===== config.mk =====
export PLATFORM = sky130hd
export DESIGN_NAME = key_schedule_tx
export DESIGN_NICKNAME = d
export VERILOG_FILES = /design/src/rtl/key_sched_pkg.sv /design/src/rtl/key_table.sv /design/src/rtl/key_schedule_tx.sv
export SDC_FILE = /design/constraint.sdc
export NUM_CORES = 1
export LEC_CHECK = 0
export BUFFER_PORTS_ARGS = -buffer_cell sky130_fd_sc_hd__buf_2
export CAP_MARGIN = 20
export CORE_MARGIN = 2
export CORE_UTILIZATION = 45
export DETAILED_ROUTE_END_ITERATION = 6
export PLACE_DENSITY = 0.64
export SYNTH_ARGS = -nofsm -noshare
export SYNTH_HDL_FRONTEND = slang
export SYNTH_SLANG_ARGS = --single-unit

===== constraint.sdc =====
create_clock -name clk -period 9.5 [get_ports clk]
set_input_delay 1.9 -clock clk [delete_from_list [all_inputs] [get_ports clk]]
set_output_delay 1.9 -clock clk [all_outputs]
set_load 0.05 [all_outputs]

===== src/rtl/key_sched_pkg.sv =====
// Shared sizing constants and state encoding for the time-varying key scheduler.
package key_sched_pkg;

  localparam int KEY_W    = 18;
  localparam int NUM_KEYS = 6;
  localparam int WIN_LEN  = 6;
  localparam int PERIOD   = NUM_KEYS * WIN_LEN;

  typedef enum logic {
    LOAD = 1'b0,
    RUN  = 1'b1
  } state_t;

endpackage


===== src/rtl/key_table.sv =====
// Key word storage: one write port and one asynchronous read port, no reset.
module key_table #(
  parameter int KEY_W    = 18,
  parameter int NUM_KEYS = 6,
  parameter int ADDR_W   = 3
) (
  input  logic              clk,
  input  logic              we,
  input  logic [ADDR_W-1:0] waddr,
  input  logic [KEY_W-1:0]  wdata,
  input  logic [ADDR_W-1:0] raddr,
  output logic [KEY_W-1:0]  rdata
);

  logic [KEY_W-1:0] mem [NUM_KEYS];

  // Same negedge domain as the scheduler; contents survive rst and rekey.
  always_ff @(negedge clk) begin
    if (we) mem[waddr] <= wdata;
  end

  assign rdata = mem[raddr];

endmodule


===== src/rtl/key_schedule_tx.sv =====
// Loads a table of key words, then replays one word per window to a locked FSM
// whose reset (lock_rst) is released on the same edge the schedule starts.
//
//   state | meaning
//   ------+-------------------------------------------------------------
//   LOAD  | accepting key words into the table; locked FSM held in reset
//   RUN   | cycling sched_cnt over the period; key_out = table[win_idx]
module key_schedule_tx #(
  parameter int KEY_W    = key_sched_pkg::KEY_W,
  parameter int NUM_KEYS = key_sched_pkg::NUM_KEYS,
  parameter int WIN_LEN  = key_sched_pkg::WIN_LEN
) (
  input  logic             clk,
  input  logic             rst,
  input  logic             key_in_valid,
  input  logic [KEY_W-1:0] key_in_data,
  output logic             key_in_ready,
  input  logic             rekey,
  output logic [KEY_W-1:0] key_out,
  output logic             lock_rst,
  output logic [2:0]       win_idx,
  output logic             frame_start
);

  import key_sched_pkg::*;

  localparam logic [2:0] LAST_KEY  = 3'(NUM_KEYS - 1);
  localparam logic [6:0] LAST_CNT  = 7'(NUM_KEYS * WIN_LEN - 1);
  localparam logic [6:0] WIN_LEN_C = 7'(WIN_LEN);

  state_t           state;
  logic [2:0]       load_idx;
  logic [6:0]       sched_cnt;
  logic             wr_en;
  logic [2:0]       win_calc;
  logic [KEY_W-1:0] rd_key;

  assign wr_en    = (state == LOAD) && key_in_valid;
  assign win_calc = 3'(sched_cnt / WIN_LEN_C);

  always_ff @(negedge clk or posedge rst) begin
    if (rst) begin
      state     <= LOAD;
      load_idx  <= '0;
      sched_cnt <= '0;
      lock_rst  <= 1'b1;
    end else begin
      case (state)
        LOAD: begin
          if (key_in_valid) begin
            if (load_idx == LAST_KEY) begin
              load_idx  <= '0;
              sched_cnt <= '0;
              lock_rst  <= 1'b0;
              state     <= RUN;
            end else begin
              load_idx <= load_idx + 3'd1;
            end
          end
        end
        RUN: begin
          // rekey takes priority over the window/period wrap
          if (rekey) begin
            state     <= LOAD;
            lock_rst  <= 1'b1;
            sched_cnt <= '0;
            load_idx  <= '0;
          end else if (sched_cnt == LAST_CNT) begin
            sched_cnt <= '0;
          end else begin
            sched_cnt <= sched_cnt + 7'd1;
          end
        end
        default: begin
          state    <= LOAD;
          lock_rst <= 1'b1;
        end
      endcase
    end
  end

  key_table #(
    .KEY_W   (KEY_W),
    .NUM_KEYS(NUM_KEYS),
    .ADDR_W  (3)
  ) u_table (
    .clk  (clk),
    .we   (wr_en),
    .waddr(load_idx),
    .wdata(key_in_data),
    .raddr(win_calc),
    .rdata(rd_key)
  );

  // Table is unreset, so everything the locked FSM sees is masked outside RUN.
  assign key_in_ready = (state == LOAD);
  assign key_out      = (state == RUN) ? rd_key : '0;
  assign win_idx      = (state == RUN) ? win_calc : 3'd0;
  assign frame_start  = (state == RUN) && (sched_cnt == 7'd0);

endmodule

# Yosys cells after proc, flatten, opt, wreduce, memory -nomap -nowiden

Memories as Yosys holds them, arrays and structs flattened.
Cells that the tools add are included.

Output and inout bits: 24
Bits in writable memories: 108
Bits in registers: 12
Memories kept: 1

Add/sub/neg operators: 2
Reduce and logical (&&, ||, !) cells: 6
Equal/unequal tests: 5
Muxes and demuxes: 21
Divide/modulo/power cells: 1
Bitwise operators: 1

Memory list:

| memory      | words | width | read ports | clocked after Yosys merged registers in | wr ports | RTL line        | RTL |
|---|---|---|---|---|---|---|---|
| u_table.mem | 6     | 18    | 1          | 0                                       | 1        | key_table.sv:15 | `logic [KEY_W-1:0] mem [NUM_KEYS];` |

Operator list:

| cell                                                             | number |
|---|---|
| 7-bit 2-to-1 mux                                                 | 4 |
| 18-bit 2-to-1 mux                                                | 1 |
| 7-bit one-hot mux with 2 select lines                            | 1 |
| 3-bit 2-to-1 mux                                                 | 4 |
| 1-bit 2-to-1 mux                                                 | 8 |
| 7-bit by 1-bit adder with 7-bit output (second input constant)   | 1 |
| 7-bit by 3-bit divider with 7-bit output (second input constant) | 1 |
| 7-bit by 6-bit == test with 1-bit output (second input constant) | 1 |
| 7-bit zero test                                                  | 1 |
| 3-bit one-hot mux with 2 select lines                            | 1 |
| 2-bit != test (second input constant)                            | 2 |
| 1-bit one-hot mux with 2 select lines                            | 2 |
| 2-bit AND reduction                                              | 2 |
| 3-bit by 1-bit adder with 3-bit output (second input constant)   | 1 |
| 3-bit == test (second input constant)                            | 1 |
| 3-bit AND reduction                                              | 1 |
| 1-bit logical AND                                                | 2 |
| 2-bit by 1-bit != test with 1-bit output (second input constant) | 1 |
| 1-bit inverter                                                   | 1 |

# Longest topological paths before layout

Gate-level depths: netlist of run 1.

Word-level depth: 4
Mapped depth: 10

# Cells and area by module

Synthesis of run 1 repeated with hierarchy kept, for this count alone.

Cells, all modules: 314
Area total of the unflattened synthesis: 5,357.6 µm²

By module, submodules not included:

| module          | times used | seq. area each (µm²) | area each (µm²) | cells an instance |
|---|---|---|---|---|
| key_table       | 1          | 3,243.1              | 4,310.4         | 181 |
| key_schedule_tx | 1          | 301.5                | 1,047.3         | 133 |

==> summary.md, run 1 <==
| Metric | Value |
|---|---|
| Adder-Cell Fraction of Synth Area | `0.008802` |
| Worst setup SP type | `flop` |
| N_diodes | `0` |
| Final Hold Fails | `0` |
| Grt total ovfl | `0` |
| Synth Area in Simple Gates | `0.1119` |
| Post-synthesis sequential area ratio | `0.6562` |
| Setup WS post-layout | `-0.1988 ns` |
| Leading cell type by number of instances after synthesis | `edfxtp_1` |
| Maximum vdd drop | `0.0001790 V` |
| Worst stage delay on the critical path | `0.42 ns` |
| Post-synthesis mux area share | `0.1042` |
| Setup WS pre-CTS | `0.04775 ns` |
| Critical path required time | `7.60 ns` |
| Hold Path Cell Cnt | `2` |
| Max-Cap Viols | `0` |
| Post-synthesis xor/xnor area fraction | `0.004864` |
| Layout cell share with drive strength beyond 1 | `0.2455` |
| RD Place Congestion | `0.8026` |
| Worst slew pin tran | `0.7539 ns` |
| Die height | `113.6 µm` |
| CTS Buf Count | `17` |
| Slew Limit Fails | `0` |
| First-pass GRT wire length | `between 15000 and 20000 µm` |
| Area growth syn-to-layout | `35.07%` |
| Post-synth top area share | `0.6004` |
| Hold path start | `lock_rst` |
| Commonest cells in the netlist | `edfxtp_1 (108), nand2_1 (89), mux2i_1 (36)` |
| I/O Buffers | `45` |
| Share of flip-flops with an asynchronous set or reset | `0.1000` |
| Compound-gate portion of the synthesized area | `0.08061` |
| Final std cells w/o fill | `754` |
| DP HPWL | `6541 µm` |
| Yosys reg bits | `120` |
| Post-synth EDFFs | `108` |
| Root Buffer | `clkbuf_16` |
| Crit path kind | `flop to output pin` |
| Vias in the first global route | `4080` |
| Gate Count Post-Synth | `between 400 and 500` |
| Synth warn | `0` |
| CTS Buffer Depth | `2` |
| Multi-input logic area | `1782 µm²` |
| R2R Path Start | `load_idx[1]` |
| CP Cell Sequence | `inv_2 > ha_4 > or3_4 > o221ai_2 > o211ai_2 > a211oi_4 > buf_6 > buf_12 > buf_6 > mux2_4 > a211o_1 > buf_6` |
| Largest net degree at the start of global routing | `38` |
| Sequential Area | `3545 µm²` |
| Top post-synthesis cells by area | `edfxtp_1 (60%), mux2i_1 (6.7%), nand2_1 (6.2%), dfrtn_1 (5.1%), mux2_2 (3.8%)` |
| Static Leak | `3.455 nW` |
| Total GRT Usage | `0.2023` |
| Synth area leader | `edfxtp_1` |
| Starting DRT DRC Count | `185` |
| Initial antenna violation count | `0` |
| Syn nets | `434` |
| Worst setup EP type | `output pin` |
| Max H-tree Level | `4` |
| Failing checks | `negative setup slack` |
| Count of clock tree sinks | `120` |
| Final Net Count | `620` |
| Worst reg2reg setup slack | `7.66 ns` |
| Die area | `12900 µm²` |
| Synth cell types | `48` |
| Slowest CP cell | `dfrtn_1` |
| Initial core utilization | `0.4554` |
| DR vias | `3934` |
| Critical Path Fanout Max | `6` |
| IO Count | `46` |
| Syn avg cell area | `13.21 µm²` |
| FF-to-FF End | `sched_cnt[6]` |
| Inst Count DP | `600` |
| Core area | `11860 µm²` |
| Hold Crit Class | `flop to flop` |
| Skew-Pair Late Insertion Delay | `0.46 ns` |
| Synth Flop Type | `edfxtp_1` |
| WL final | `around 13000 µm` |
| Fill cells | `915` |
| RSZ-0062 raised after global routing | `yes` |
| Outcome | `finished with violations` |
| Max Clock Skew | `roughly 0.076 ns` |
| Clock-pin slew on the worst setup and hold paths | `about 0.040 ns` |
| DRT Pass-1 Iters | `4` |
| Largest family of logic cells by synthesized area | `simple AND/OR/NAND/NOR gates` |
| Reg2Reg Depth | `5` |
| Crit path top cell by count | `buf_6` |
| Critical path arrival | `7.80 ns` |
| Post-Syn Area | `5401 µm²` |
| Final ANT Viol Nets | `0` |
| # rows | `40` |
| Final setup fails | `18` |
| Slew HR | `0.4951` |
| Worst hold endpoint | `lock_rst` |
| Power per Cell Area | `roughly 260 nW/µm²` |
| Die span in x | `~110 µm` |
| CTS tree | `done` |
| Vias per inst | `5.218` |
| DRC viols | `0` |
| Drt wl/cell | `16.92 µm` |
-- power by group --
group | leakage (nW) | total [mW] | internal (mW) | switching [mW]
sequential | 1.14 | 0.709 | 0.670 | 0.0396
clock | 0.873 | 0.819 | 0.446 | 0.373
combinational | 1.44 | 0.404 | 0.149 | 0.256
-- layout make-up --
type	count	share of cell area
clock buffers	18	0.06174
clock inverters	122	0.07477
inverters	7	0.003601
multi-input cells	256	0.2442
flip-flops and latches	120	0.4859
well taps	147	0.02521
repair buffers	84	0.1046
-- per-layer routing --
layer / track usage / share of wire
met4: 0.09512 / 0.012
met1: 0.2296 / 0.42
met5: 0 / 0
met3: 0.08183 / 0.047
met2: 0.3353 / 0.52
-- worst max path at each step --
stage                             from     endpoint  slack [ns]  depth (start not counted)
after global routing      sched_cnt[0]  key_out[15]       -0.31                         13
final                     sched_cnt[0]   key_out[0]       -0.20                         12
after detailed placement  sched_cnt[0]  key_out[16]        0.05                         10
after floorplan           sched_cnt[0]  key_out[10]       0.002                          9
after CTS                 sched_cnt[0]   key_out[3]       -0.26                         11
after global placement    sched_cnt[0]  key_out[16]        0.10                         10
-- cell usage in the layout, fill, tap and decap left out, types with 11 or more instances in the layout --
cell type  instances
nand2_1           89
dfrtn_1           11
clkbuf_16         19
inv_1            114
edfxtp_1         108
buf_4             26
o21ai_0           14
mux2i_1           36
buf_6             24
buf_2             27
mux2_4            14
a211o_1           19
-- critical path, delay by kind of cell (launching register included) --
kind	cells	cell delay, ns
compound gates	4	0.79
fa+ha+maj	1	0.15
buf+inv	5	0.63
flops	1	0.42
mux	1	0.28
simple gates	1	0.37
-- per-stage QoR --
| step | hold slack, ns | TNS [ns] | utilization | power [mW] | instance area (µm²) |
|---|---|---|---|---|---|
| after global routing | 0.5217 | -4.647 | 0.6151 | 2.044 | 7296 |
| after CTS | 0.5001 | -3.931 | 0.6090 | 1.936 | 7223 |
| after floorplan | 0.4370 | 0 | - | 1.014 | 5401 |
| final | 0.5002 | -2.513 | 0.6151 | 1.933 | 7296 |
| after global placement | 0.4863 | 0 | 0.4979 | 1.122 | 5906 |
| after detailed placement | 0.4948 | 0 | 0.4979 | 1.130 | 5906 |
-- flip-flops by register name, indices dropped and copies added, names as in the netlist --
register / flops
load_idx: 3
sched_cnt: 7
u_table.mem: 108
state: 1
lock_rst: 1
-- cells by family (layout without fill, tap and decap cells) --
logic type	count (synthesis)	count (layout)
compound gates	60	60
flops	120	120
buf+inv	33	231
simple gates	135	135
fa+ha+maj	4	4
mux	54	54
xor+xnor	3	3
-- what timing repair did --
item                       CTS  global route
pin swaps                    6             4
resized for setup           51            14
hold buffers                 0             0
setup buffers                8             3
gates cloned                 4             1
setup endpoints to repair   18            18
Note: power is estimated with default switching activity, not from simulation.
==> inputs of run 2 (changes only) <==
--- a/config.mk
+++ b/config.mk
@@ -7,6 +7,7 @@
 export LEC_CHECK = 0
 export BUFFER_PORTS_ARGS = -buffer_cell sky130_fd_sc_hd__buf_2
 export CAP_MARGIN = 20
+export CORE_ASPECT_RATIO = 0.75
 export CORE_MARGIN = 2
 export CORE_UTILIZATION = 45
 export DETAILED_ROUTE_END_ITERATION = 6
==> run 2 against run 1 <==
Against the previous run:
- the flow still finishes with violations (negative setup slack)
- clock power up 2%
- clock-buffer cell count down 1
- sequential share of layout area down 0.84 points
- combinational power up 3%
- critical endpoint is now key_out[8]
- flip-flop and latch count unchanged
- via count up 0.38%
- clock skew down 0.0071 ns
- worst setup slack better by 0.015 ns
- register-to-register slack worse by 0.05 ns
- largest power group unchanged
- wire length down 2.4%
==> summary.md, run 2 (same netlist as run 1, synthesis figures left out) <==
| Metric | Value |
|---|---|
| Final ANT Viol Nets | `0 (unchanged)` |
| Grt total ovfl | `0 (unchanged)` |
| Worst setup SP type | `flop (unchanged)` |
| Slew Limit Fails | `0 (unchanged)` |
| DRC viols | `0 (unchanged)` |
| Maximum vdd drop | `0.0001680 V (was 0.0001790 V)` |
| Skew-Pair Late Insertion Delay | `0.46 ns (about the same)` |
| Part of the power in registers | `0.362 (was 0.367)` |
| Internal | `1.303 mW (was 1.264 mW)` |
| # rows | `34 (was 40)` |
| Max FFs per register | `108 (unchanged)` |
| Hold Crit Class | `flop to flop (unchanged)` |
| Initial antenna violation count | `0 (unchanged)` |
| Die area | `12900 µm² (about the same)` |
| WL final | `12460 µm (was 12760 µm)` |
| DP HPWL | `6451 µm (was 6541 µm)` |
| CTS tree | `done (unchanged)` |
| Starting DRT DRC Count | `269 (was 185)` |
| I/O Buffers | `45 (unchanged)` |
| Area growth syn-to-layout | `37.43% (was 35.07%)` |
| Max-Cap Viols | `0 (unchanged)` |
| Failing checks | `negative setup slack (unchanged)` |
| Die height | `98.88 µm (was 113.6 µm)` |
| Most common cell after layout, fill and taps aside | `inv_1 (unchanged)` |
| Max Clock Skew | `0.06879 ns (was 0.07591 ns)` |
| RSZ-0062 raised after global routing | `yes (unchanged)` |
| Slew HR | `0.5153 (was 0.4951)` |
| Vias per inst | `5.089 (was 5.218)` |
| CTS Buffer Depth | `2 (unchanged)` |
| Clock-pin slew on the worst setup and hold paths | `0.04 ns (about the same)` |
| Biggest register | `u_table.mem (unchanged)` |
| Setup WS pre-CTS | `0.06651 ns (was 0.04775 ns)` |
| Critical path required time | `7.60 ns (about the same)` |
| Worst setup EP type | `output pin (unchanged)` |
| Max H-tree Level | `4 (unchanged)` |
| Count of clock tree sinks | `120 (unchanged)` |
| Largest net degree at the start of global routing | `38 (unchanged)` |
| First-pass GRT wire length | `20010 µm (was 19580 µm)` |
| Fill cells | `919 (was 915)` |
| N_diodes | `0 (unchanged)` |
| Critical Path Fanout Max | `8 (was 6)` |
| Vias in the first global route | `4197 (was 4080)` |
| Total GRT Usage | `0.2071 (was 0.2023)` |
| Worst slew pin tran | `0.7237 ns (was 0.7539 ns)` |
| Static Leak | `3.516 nW (was 3.455 nW)` |
| IO Count | `46 (unchanged)` |
| Layout cell share with drive strength beyond 1 | `0.2557 (was 0.2455)` |
| Clock power frac | `0.426 (was 0.424)` |
| Crit path kind | `flop to output pin (unchanged)` |
| Final Hold Fails | `0 (unchanged)` |
| Core area | `11660 µm² (was 11860 µm²)` |
| Outcome | `finished with violations (unchanged)` |
| RD Place Congestion | `0.8041 (was 0.8026)` |
| Final Net Count | `626 (was 620)` |
| Most frequent cells in the layout | `inv_1 (115), edfxtp_1 (108), nand2_1 (89), mux2i_1 (35), buf_4 (31) (was inv_1 (114), edfxtp_1 (108), nand2_1 (89), mux2i_1 (36), buf_2 (27))` |
| Combinational fraction of design power | `0.212 (was 0.209)` |
| Root Buffer | `clkbuf_16 (unchanged)` |
| Power per Cell Area | `264.0 nW/µm² (was 264.9 nW/µm²)` |
| CTS Buf Count | `17 (unchanged)` |
| Psw | `0.6568 mW (was 0.6685 mW)` |
| Critical path arrival | `7.78 ns (was 7.80 ns)` |
| Final setup fails | `18 (unchanged)` |
| DRT Pass-1 Iters | `5 (was 4)` |
| DR vias | `3949 (was 3934)` |
| Initial core utilization | `0.4634 (was 0.4554)` |
| Drt wl/cell | `16.05 µm (was 16.92 µm)` |
| Die span in x | `130.5 µm (was 113.6 µm)` |
| Biggest regs | `u_table.mem: 108 flops, sched_cnt: 7 flops, load_idx: 3 flops (unchanged)` |
| Setup WS post-layout | `-0.1842 ns (was -0.1988 ns)` |
| Final Total Pwr | `1.960 mW (was 1.933 mW)` |
| Switching Share | `0.3351 (was 0.3459)` |
run 2: path summary, 6_finish.rpt:
path,from,end,slack [ns],depth (start not counted)
min,lock_rst,lock_rst,0.48,2
max in group asynchronous,rst,lock_rst,2.92,2
max,sched_cnt[0],key_out[8],-0.18,11
min reg2reg,lock_rst,lock_rst,0.48,2
min in group asynchronous,rst,sched_cnt[2],6.15,2
max reg2reg,state,sched_cnt[3],7.61,4
run 2: per-stage QoR:
step	std cells	instance area (µm²)	hold WS, ns	setup TNS (ns)	util
finish	776	7423	0.4807	-2.189	0.6369
floorplan	409	5401	0.4370	0	-
detailed placement	612	5927	0.4794	0	0.5085
global route	776	7423	0.5330	-4.271	0.6369
global placement	612	5927	0.4796	0	0.5085
CTS	767	7345	0.4846	-4.179	0.6301
run 2: cell type report:
type	instances	area (µm²)	area share
Multi-Input combinational cell	256	1813	0.2442
Sequential cell	120	3545	0.4775
Tap cell	162	202.7	0.02730
Inverter	7	26.28	0.003540
Clock buffer	17	425.4	0.05731
Clock inverter	124	586.8	0.07905
Timing Repair Buffer	90	824.5	0.1111
run 2: repair_timing:
item,4_1_cts,5_1_grt
resized for setup,64,6
pin swaps,23,9
endpoints found under the setup margin,18,19
setup buffers,11,10
gates cloned,4,0
hold buffers,0,0
run 2: power by group through the flow:
stage	sequential [mW]	combinational, mW	clock, mW
after floorplan	0.697	0.248	0.0687
after global placement	0.709	0.341	0.0687
after detailed placement	0.712	0.347	0.0687
after CTS	0.709	0.409	0.856
after global routing	0.716	0.442	0.913
final	0.709	0.416	0.834
run 2: layer usage:
metal,track usage,share of wire,vias to the layer above
met5,0,0,-
met3,0.07926,0.052,7
met4,0.1007,0.0075,0
met2,0.3069,0.48,106
met1,0.2680,0.46,1938
li1,-,-,1898
run 2: critical path, cell delays in order (launching register included):
cell and delay (ns):
dfrtn_1 0.42, inv_2 0.06, ha_4 0.15, or3_4 0.39
a21oi_1 0.18, o211ai_2 0.13, a211oi_4 0.17, buf_6 0.18
buf_12 0.16, mux2_4 0.31, a211o_1 0.32, buf_6 0.16
==> inputs of run 3 (changes only) <==
--- a/config.mk
+++ b/config.mk
@@ -12,6 +12,7 @@
 export CORE_UTILIZATION = 45
 export DETAILED_ROUTE_END_ITERATION = 6
 export PLACE_DENSITY = 0.64
+export RECOVER_POWER = 25
 export SYNTH_ARGS = -nofsm -noshare
 export SYNTH_HDL_FRONTEND = slang
 export SYNTH_SLANG_ARGS = --single-unit
==> run 3 against run 2 <==
Against the previous run:
- the flow still finishes with violations (negative setup slack)
- final cell count unchanged
- clock power about the same
- core utilization down 0.18 points
- clock skew up 0.0018 ns
- global-route usage unchanged
- via count down 1.3%
- first-iteration DRC count down 1.5%
- worst hold slack better by 0.00087 ns
- design area down 0.29%
- highest routed layer unchanged
- wire length down 0.45%
==> summary.md, run 3 (same netlist as run 1, synthesis figures left out) <==
| Metric | Value |
|---|---|
| Setup WS pre-CTS | `0.06651 ns (unchanged)` |
| Root Buffer | `clkbuf_16 (unchanged)` |
| Slew HR | `0.5015 (was 0.5153)` |
| Biggest regs | `u_table.mem: 108 flops, sched_cnt: 7 flops, load_idx: 3 flops (unchanged)` |
| Max Clock Skew | `0.07064 ns (was 0.06879 ns)` |
| Vias in the first global route | `4197 (unchanged)` |
| Final setup fails | `18 (unchanged)` |
| Layout cell share with drive strength beyond 1 | `0.2280 (was 0.2557)` |
| Final std cells w/o fill | `776 (unchanged)` |
| Max FFs per register | `108 (unchanged)` |
| Most common cell after layout, fill and taps aside | `inv_1 (unchanged)` |
| WHS | `0.4815 ns (was 0.4807 ns)` |
| CTS tree | `done (unchanged)` |
| RD Place Congestion | `0.8041 (unchanged)` |
| Total GRT Usage | `0.2071 (unchanged)` |
| Die span in x | `130.5 µm (unchanged)` |
| Vias per inst | `5.024 (was 5.089)` |
| Maximum vdd drop | `0.0001666 V (was 0.0001680 V)` |
| Final Net Count | `626 (unchanged)` |
| # rows | `34 (unchanged)` |
| RSZ-0062 raised after global routing | `yes (unchanged)` |
| I/O Buffers | `45 (unchanged)` |
| DRT Pass-1 Iters | `5 (unchanged)` |
| Area growth syn-to-layout | `37.04% (was 37.43%)` |
| Outcome | `finished with violations (unchanged)` |
| CTS Buf Count | `17 (unchanged)` |
| First-pass GRT wire length | `20010 µm (unchanged)` |
| Die height | `98.88 µm (unchanged)` |
| Count of clock tree sinks | `120 (unchanged)` |
| Most frequent cells in the layout | `inv_1 (115), edfxtp_1 (108), nand2_1 (89), mux2i_1 (35), buf_4 (31) (unchanged)` |
| # hold bufs at CTS | `0 (unchanged)` |
| IO Count | `46 (unchanged)` |
| Static Leak | `3.470 nW (was 3.516 nW)` |
| Biggest register | `u_table.mem (unchanged)` |
| Initial core utilization | `0.4634 (unchanged)` |
| Worst slew pin tran | `0.7443 ns (was 0.7237 ns)` |
| Inst Count DP | `612 (unchanged)` |
| Skew-Pair Late Insertion Delay | `0.46 ns (about the same)` |
| Max-Cap Viols | `0 (unchanged)` |
| Clock-pin slew on the worst setup and hold paths | `0.05 ns (was 0.04 ns)` |
| Critical path required time | `7.60 ns (about the same)` |
| Final ANT Viol Nets | `0 (unchanged)` |
| WL final | `12400 µm (was 12460 µm)` |
| Setup WS post-layout | `-0.1769 ns (was -0.1842 ns)` |
| Hold Crit Class | `flop to flop (unchanged)` |
| Crit path top cell by count | `buf_6 (unchanged)` |
| DP HPWL | `6451 µm (unchanged)` |
| DP Area | `5927 µm² (unchanged)` |
| Post-route design area | `7402 µm² (was 7423 µm²)` |
| Die area | `12900 µm² (unchanged)` |
| Max H-tree Level | `4 (unchanged)` |
| Core area | `11660 µm² (unchanged)` |
| Worst setup EP type | `output pin (unchanged)` |
| Slowest CP cell | `dfrtn_1 (unchanged)` |
| CP Cell Sequence | `inv_2 > ha_4 > or3_4 > a21oi_1 > o211ai_2 > a211oi_4 > buf_6 > buf_12 > mux2_4 > a211o_1 > buf_6 (unchanged)` |
| Worst setup SP type | `flop (unchanged)` |
| Worst stage delay on the critical path | `0.42 ns (about the same)` |
| Critical path arrival | `7.78 ns (about the same)` |
| Starting DRT DRC Count | `265 (was 269)` |
| Power per Cell Area | `264.3 nW/µm² (was 264.0 nW/µm²)` |
| Largest net degree at the start of global routing | `38 (unchanged)` |
| Failing checks | `negative setup slack (unchanged)` |
| Final Total Pwr | `1.956 mW (was 1.960 mW)` |
| Drt wl/cell | `15.98 µm (was 16.05 µm)` |
| Critical Path Fanout Max | `8 (unchanged)` |
| Initial antenna violation count | `0 (unchanged)` |
| N_diodes | `0 (unchanged)` |
| Grt total ovfl | `0 (unchanged)` |
| DRC viols | `0 (unchanged)` |
| CTS Buffer Depth | `2 (unchanged)` |
| Crit path kind | `flop to output pin (unchanged)` |
| DR vias | `3899 (was 3949)` |
| Final Hold Fails | `0 (unchanged)` |
| Slew Limit Fails | `0 (unchanged)` |
## run 3: power breakdown
part	internal [mW]	switching, mW
sequential	0.670	0.0397
clock	0.476	0.356
combinational	0.156	0.258
## run 3: area by class of cell
| type | count | area [µm²] |
|---|---|---|
| tap | 162 | 202.7 |
| clock inverter | 124 | 586.8 |
| clock buffer | 17 | 425.4 |
| fill | 929 | 4254 |
| inverter | 7 | 26.28 |
| sequential | 120 | 3545 |
| timing repair buffer | 90 | 803.3 |
| multi-input combinational | 256 | 1813 |
## run 3: through the flow
stage,util,TNS (ns)
final,0.6350,-2.141
after global routing,0.6350,-4.271
after CTS,0.6301,-4.179
after detailed placement,0.5085,0
after global placement,0.5085,0
after floorplan,-,0
## run 3: critical path: cells and delay by family (launching register included)
| family | cells | cell delay (ns) |
|---|---|---|
| buffers and inverters | 4 | 0.56 |
| muxes | 1 | 0.31 |
| adders and majority gates | 1 | 0.15 |
| AOI/OAI and AO/OA | 4 | 0.80 |
| DFF | 1 | 0.42 |
| and+or+nand+nor | 1 | 0.39 |
## run 3: path summary, 6_finish.rpt
check | from | end | slack, ns | depth (start not counted)
max reg2reg | state | sched_cnt[3] | 7.61 | 4
min | lock_rst | lock_rst | 0.48 | 2
min reg2reg | lock_rst | lock_rst | 0.48 | 2
max | sched_cnt[0] | key_out[8] | -0.18 | 11
max in group asynchronous | rst | lock_rst | 2.92 | 2
min in group asynchronous | rst | sched_cnt[2] | 6.15 | 2
## run 3: repair_timing
item	4_1_cts	5_1_grt
pin swaps	23	9
gates cloned	4	0
buffers inserted	11	10
gates resized for setup	64	6
endpoints found under the setup margin	18	19
## run 3: metal layers
layer  GRT usage  part of all wire  vias up
met1      0.2680              0.44     1876
met5           0                 0        -
met3     0.07926             0.064        8
met4      0.1007            0.0090        0
li1            -                 -     1899
met2      0.3069              0.49      116
